--- src/rtl/ssd_scan_driver_if.sv ---
// ssd_scan_driver_if: display value/control inputs and scan outputs of the seven-segment driver.
interface ssd_scan_driver_if #(
  parameter int NUM_DIGITS = 8
);
  localparam int IW = NUM_DIGITS > 1 ? $clog2(NUM_DIGITS) : 1;
  logic [4*NUM_DIGITS-1:0] value;
  logic [NUM_DIGITS-1:0]   dp_mask;
  logic [NUM_DIGITS-1:0]   digit_en;
  logic                    blank_lz;
  logic                    load;
  logic [3:0]              brightness;
  logic [NUM_DIGITS-1:0]   anodes;
  logic [7:0]              cathodes;
  logic [IW-1:0]           digit_idx;
  logic                    frame_done;
  modport master (
    output value, dp_mask, digit_en, blank_lz, load, brightness,
    input  anodes, cathodes, digit_idx, frame_done
  );
  modport slave (
    input  value, dp_mask, digit_en, blank_lz, load, brightness,
    output anodes, cathodes, digit_idx, frame_done
  );
endinterface

--- src/rtl/ssd_scan_driver.sv ---
// ssd_scan_driver: multiplexed seven-segment scanner with double-buffered value and leading-zero blanking.
// Define SSD_DIM_EN to gate anodes with a 16-step brightness PWM (needs PRESCALE_BITS >= 4).
module ssd_scan_driver #(
  parameter int NUM_DIGITS    = 8,
  parameter int PRESCALE_BITS = 18,
  parameter bit ACTIVE_LOW    = 1'b1
) (
  input logic               ClkPort,
  input logic               Reset,
  ssd_scan_driver_if.slave  bus
);
  localparam int IW = NUM_DIGITS > 1 ? $clog2(NUM_DIGITS) : 1;
  // Active-low abcdefg patterns for hex 0..F
  localparam logic [6:0] SEG [16] = '{
    7'b0000001, 7'b1001111, 7'b0010010, 7'b0000110,
    7'b1001100, 7'b0100100, 7'b0100000, 7'b0001111,
    7'b0000000, 7'b0000100, 7'b0001000, 7'b1100000,
    7'b0110001, 7'b1000010, 7'b0110000, 7'b0111000
  };
  logic [PRESCALE_BITS-1:0] r_pre;
  logic [IW-1:0]            r_idx;
  logic                     r_frame_done;
  logic                     r_pend_valid;
  logic [4*NUM_DIGITS-1:0]  r_act_val;
  logic [4*NUM_DIGITS-1:0]  r_pend_val;
  logic [NUM_DIGITS-1:0]    r_act_dp;
  logic [NUM_DIGITS-1:0]    r_pend_dp;
  logic [NUM_DIGITS-1:0]    r_an;
  logic [7:0]               r_seg;
  logic                     w_tick;
  logic                     w_wrap;
  logic                     w_zero;
  logic                     w_gate;
  logic [NUM_DIGITS-1:0]    w_blank;
  logic [3:0]               w_nib;
  assign w_tick = &r_pre;
  assign w_wrap = w_tick && (r_idx == IW'(NUM_DIGITS - 1));
  assign w_nib  = 4'(r_act_val >> {r_idx, 2'b00});
`ifdef SSD_DIM_EN
  assign w_gate = r_pre[PRESCALE_BITS-1 -: 4] <= bus.brightness;
`else
  logic w_unused_brightness;
  assign w_unused_brightness = ^bus.brightness;
  assign w_gate = 1'b1;
`endif
  // w_zero accumulates "this nibble and every higher one are zero" from the top down
  always_comb begin
    w_zero  = 1'b1;
    w_blank = '0;
    for (int i = NUM_DIGITS - 1; i >= 0; i--) begin
      w_zero     = w_zero && (r_act_val[4*i +: 4] == 4'd0);
      w_blank[i] = !bus.digit_en[i] || (bus.blank_lz && i > 0 && w_zero);
    end
  end
  always_ff @(posedge ClkPort) begin
    if (Reset) begin
      r_pre        <= '0;
      r_idx        <= '0;
      r_frame_done <= 1'b0;
      r_pend_valid <= 1'b0;
      r_act_val    <= '0;
      r_pend_val   <= '0;
      r_act_dp     <= '0;
      r_pend_dp    <= '0;
      r_an         <= '0;
      r_seg        <= '0;
    end else begin
      r_pre        <= r_pre + 1'b1;
      r_frame_done <= w_wrap;
      if (w_tick)
        r_idx <= w_wrap ? '0 : r_idx + 1'b1;
      if (bus.load && w_wrap) begin
        r_act_val    <= bus.value;
        r_act_dp     <= bus.dp_mask;
        r_pend_valid <= 1'b0;
      end else if (bus.load) begin
        r_pend_val   <= bus.value;
        r_pend_dp    <= bus.dp_mask;
        r_pend_valid <= 1'b1;
      end else if (w_wrap && r_pend_valid) begin
        r_act_val    <= r_pend_val;
        r_act_dp     <= r_pend_dp;
        r_pend_valid <= 1'b0;
      end
      r_an  <= (w_blank[r_idx] || !w_gate) ? '0 : NUM_DIGITS'(1) << r_idx;
      r_seg <= w_blank[r_idx] ? '0 : {~SEG[w_nib], r_act_dp[r_idx]};
    end
  end
  assign bus.anodes     = ACTIVE_LOW ? ~r_an : r_an;
  assign bus.cathodes   = ACTIVE_LOW ? ~r_seg : r_seg;
  assign bus.digit_idx  = r_idx;
  assign bus.frame_done = r_frame_done;
endmodule

--- src/flat_wrapper.sv ---
// flat-port wrapper written by rule: the top's interface ports become plain ports
module ssd_scan_driver_flat 
#(
  parameter int NUM_DIGITS    = 8,
  parameter int PRESCALE_BITS = 18,
  parameter bit ACTIVE_LOW    = 1'b1
)
  (ClkPort, Reset, bus_value, bus_dp_mask, bus_digit_en, bus_blank_lz, bus_load, bus_brightness, bus_anodes, bus_cathodes, bus_digit_idx, bus_frame_done);
  ssd_scan_driver_if #(.NUM_DIGITS(NUM_DIGITS)) bus_i ();
  input logic ClkPort;
  input logic Reset;
  input wire logic [$bits(bus_i.value)-1:0] bus_value;
  input wire logic [$bits(bus_i.dp_mask)-1:0] bus_dp_mask;
  input wire logic [$bits(bus_i.digit_en)-1:0] bus_digit_en;
  input wire logic [$bits(bus_i.blank_lz)-1:0] bus_blank_lz;
  input wire logic [$bits(bus_i.load)-1:0] bus_load;
  input wire logic [$bits(bus_i.brightness)-1:0] bus_brightness;
  output wire logic [$bits(bus_i.anodes)-1:0] bus_anodes;
  output wire logic [$bits(bus_i.cathodes)-1:0] bus_cathodes;
  output wire logic [$bits(bus_i.digit_idx)-1:0] bus_digit_idx;
  output wire logic [$bits(bus_i.frame_done)-1:0] bus_frame_done;
  assign bus_i.value = bus_value;
  assign bus_i.dp_mask = bus_dp_mask;
  assign bus_i.digit_en = bus_digit_en;
  assign bus_i.blank_lz = bus_blank_lz;
  assign bus_i.load = bus_load;
  assign bus_i.brightness = bus_brightness;
  assign bus_anodes = bus_i.anodes;
  assign bus_cathodes = bus_i.cathodes;
  assign bus_digit_idx = bus_i.digit_idx;
  assign bus_frame_done = bus_i.frame_done;
  ssd_scan_driver #(.NUM_DIGITS(NUM_DIGITS), .PRESCALE_BITS(PRESCALE_BITS), .ACTIVE_LOW(ACTIVE_LOW)) u_core (.ClkPort(ClkPort), .Reset(Reset), .bus(bus_i));
endmodule
--- config.mk ---
export PLATFORM = sky130hd
export DESIGN_NAME = ssd_scan_driver_flat
export DESIGN_NICKNAME = d
export VERILOG_FILES = /design/src/rtl/ssd_scan_driver_if.sv /design/src/rtl/ssd_scan_driver.sv /design/src/flat_wrapper.sv
export SDC_FILE = /design/constraint.sdc
export NUM_CORES = 1
export LEC_CHECK = 0
export ABC_AREA = 1
export BUFFER_PORTS_ARGS = -buffer_cell sky130_fd_sc_hd__buf_2
export CAP_MARGIN = 20
export CORE_MARGIN = 10
export CORE_UTILIZATION = 45
export CTS_CLUSTER_SIZE = 16
export DETAILED_ROUTE_END_ITERATION = 16
export GPL_TIMING_DRIVEN = 0
export PLACE_DENSITY = 0.74
export SYNTH_ARGS = -nofsm -noshare
export SYNTH_HDL_FRONTEND = slang
export SYNTH_SLANG_ARGS = --single-unit
--- constraint.sdc ---
create_clock -name ClkPort -period 2.5 [get_ports ClkPort]
set_input_delay 0.625 -clock ClkPort [delete_from_list [all_inputs] [get_ports ClkPort]]
set_output_delay 0.625 -clock ClkPort [all_outputs]
set_load 0.02 [all_outputs]
==> metrics <==
CP required approximately 2900 ps; Period minus WS final 2270 ps; Mean Syn Cell Area between 6 and 7 µm²; core area between 10000 and 15000 µm²; GRT overflow 0; Vias approximately 5.6k; clk_skew roughly 8.8 ps; Placement Cell Area around 6300 µm²; Initial Util around 46%; Setup violations, final 0; clock buffer depth 2; WL/cell between 10 and 15 µm; die span in x 133 µm; Hold Slack 446 ps; power per cell area around 720 nW/µm²; CP cell instances buf_6 > clkinvlp_4 > clkbuf_4 > a21oi_1 > o21ai_0 > nand2_1 > inv_1 > o21ai_4 > inv_1 > ha_1 > nand2_1 > nand2_1 > o21ai_0 > inv_1 > nor2_1; final worst slack 229 ps; Ys Warns 0; Site Rows between 40 and 50; area grow syn2layout 23.0%; max incr delay on CP around 350 ps; post-route cell area roughly 7000 µm²; first-pass GRT wire length 25000 µm; fillers between 1k and 1.5k; syn nets roughly 930; Seq cells post-synth 119; worst-skew pair later-pin latency 420 ps; CTS tree built; final RePlAce weighted congestion approximately 0.93; Mapped Cells approximately 860; nets 1018; Leak Pwr between 3 and 4 nW; die area roughly 18000 µm²; Peak VDD IR 0.407 mV; Seq/Total Area, Yosys between 40% and 50%; crit path launch type flop; Setup WS pre-CTS -269 ps; Power Total 5.07 mW; router iterations before antenna repair 5; Die Ht 133 µm; fin crit share 90.8%; Netlist cell types 31; total global-route track usage around 17%; setup TNS 0 ps; CP endpoint kind flop; max_cap viols 0; # DRC 0; DRT iter0 DRCs ~350; Post-Syn Area ~5700 µm²; initial antenna violation count 0; # diodes 0; vias in the first global route between 5k and 6k; clock sink count approximately 120; Worst-path clk slew ~50 ps; io pins between 70 and 80; Port Buffers a little under 70; max_slew headroom between 60% and 70%; endpoints failing hold 0; area of the multi-input gates ~2800 µm²; drt via density between 4 and 5; HP Class reg2reg; slew at the pin closest to its max-slew limit about 520 ps; Final Max Tran Viols 0; share of cells above drive strength 1 15.5%; Root Driver clkbuf_16; wirelength, routed around 15000 µm; register area 2380 µm²; largest net degree at the start of global routing 17; number of H-tree levels 4; crit path kind reg2reg; Crit-path slowest cell dfxtp_2; CTS buffer count 17; RSZ-0062 raised after global routing false; ANT nets after route 0; DP Wirelength 10900 µm; Critical Path Fanout Max 10; outcome finished, final reports clean; Max Clock Freq between 400 and 500 MHz; crit path DAT 2620 ps; hold_buf cts 0
==> metal layers <==
metal | GRT usage (%) | share of wire, %
met5 | 0 | 0
met4 | 6.72 | 2.2
met3 | 4.31 | 5.3
met2 | 26.4 | 44
met1 | 22.1 | 48
==> critical path: cells and delay by family, from the launching register on <==
family / cells / cell delay [ps]
flip-flops: 1 / 350
AO/OA/AOI/OAI: 4 / 540
AND/OR/NAND/NOR: 4 / 300
buffers and inverters: 6 / 720
adder cells (fa/ha/maj): 1 / 300
==> layout by cell type (no fill, tap or decap), drive strengths merged <==
cell type,synthesis,layout
clkinv,2,4
o21ai,80,80
xor2,2,2
bufinv,0,6
nor2,136,136
o211a,1,1
o211ai,4,4
nand3,61,61
dfxtp,119,119
or2,1,1
nor4,4,4
o22ai,5,5
a31oi,1,1
nand4,4,4
buf,24,96
and3,1,1
clkinvlp,0,1
a21oi,65,65
clkbuf,25,50
nor3,7,7
inv,77,76
ha,13,13
xnor2,1,1
nand2,224,224
==> power by group <==
group | internal (mW) | switching [mW] | leakage, nW | total, mW
Sequential | 1.95 | 0.0264 | 0.973 | 1.98
Combinational | 0.0972 | 0.167 | 1.79 | 0.264
Clock | 1.97 | 0.849 | 0.334 | 2.82
Total | 4.02 | 1.04 | 3.10 | 5.07
==> worst paths after layout <==
path / slack (ps) / start / cells past startpoint / endpoint
setup / recovery: 230 / u_core.bus.digit_idx[0] / 15 / u_core.r_seg[6]
hold / removal: 450 / u_core.r_pre[0] / 1 / u_core.r_pre[0]
setup reg to reg: 230 / u_core.bus.digit_idx[0] / 15 / u_core.r_seg[6]
hold reg to reg: 450 / u_core.r_pre[0] / 1 / u_core.r_pre[0]
==> registers in the layout, summed over array words and instances, names as in the netlist <==
signal                 count
u_core.r_act_val          32
u_core.r_pend_val         32
u_core.r_pre              18
u_core.r_act_dp            8
u_core.r_an                8
u_core.r_pend_dp           8
u_core.r_seg               8
u_core.bus.digit_idx       3
u_core.bus.frame_done      1
u_core.r_pend_valid        1
==> timing repair <==
item	4_1_cts	5_1_grt
resized for setup	4	19
buffers inserted	0	4
pin swaps	0	2
setup endpoints to repair	7	56
==> metrics by stage <==
| step | instances | utilization, % |
|---|---|---|
| detailed placement | 1098 | 50.1 |
| global placement | 1098 | 50.1 |
| CTS | 1130 | 55.6 |
| global route | 1134 | 56.1 |
| floorplan | 857 | - |
| finish | 1134 | 56.1 |
==> logic make-up (layout without fill, tap and decap cells) <==
logic type	Yosys count	after routing	share of synthesized area (%)
compound gates	156	156	14.2
xor+xnor	3	3	0.460
fa+ha+maj	13	13	2.85
buf+inv	128	233	9.62
flops	119	119	41.7
simple gates	438	438	31.2
==> area by class of cell <==
cell class / count / area share, %
plain buffers: 49 / 3.77
inverters: 79 / 4.29
multi-input cells: 610 / 39.9
well taps: 172 / 3.06
repair buffers: 73 / 5.34
flip-flops and latches: 119 / 33.9
clock inverters: 8 / 2.71
clock buffers: 24 / 7.00
==> cell usage after synthesis (all sizes together) <==
master	n	share of area (%)
nor4	4	0.44
o21ai	80	7.1
a21oi	65	5.7
xnor2	1	0.15
and3	1	0.11
xor2	2	0.31
o211ai	4	0.53
a31oi	1	0.11
o22ai	5	0.55
or2	1	0.11
clkinv	2	0.15
nand2	224	15
o211a	1	0.18
nand4	4	0.44
nand3	61	5.3
ha	13	2.8
nor3	7	0.61
clkbuf	25	1.6
buf	24	2.8
nor2	136	9.2
inv	77	5.1
dfxtp	119	42
(Power assumes the default switching activity.)
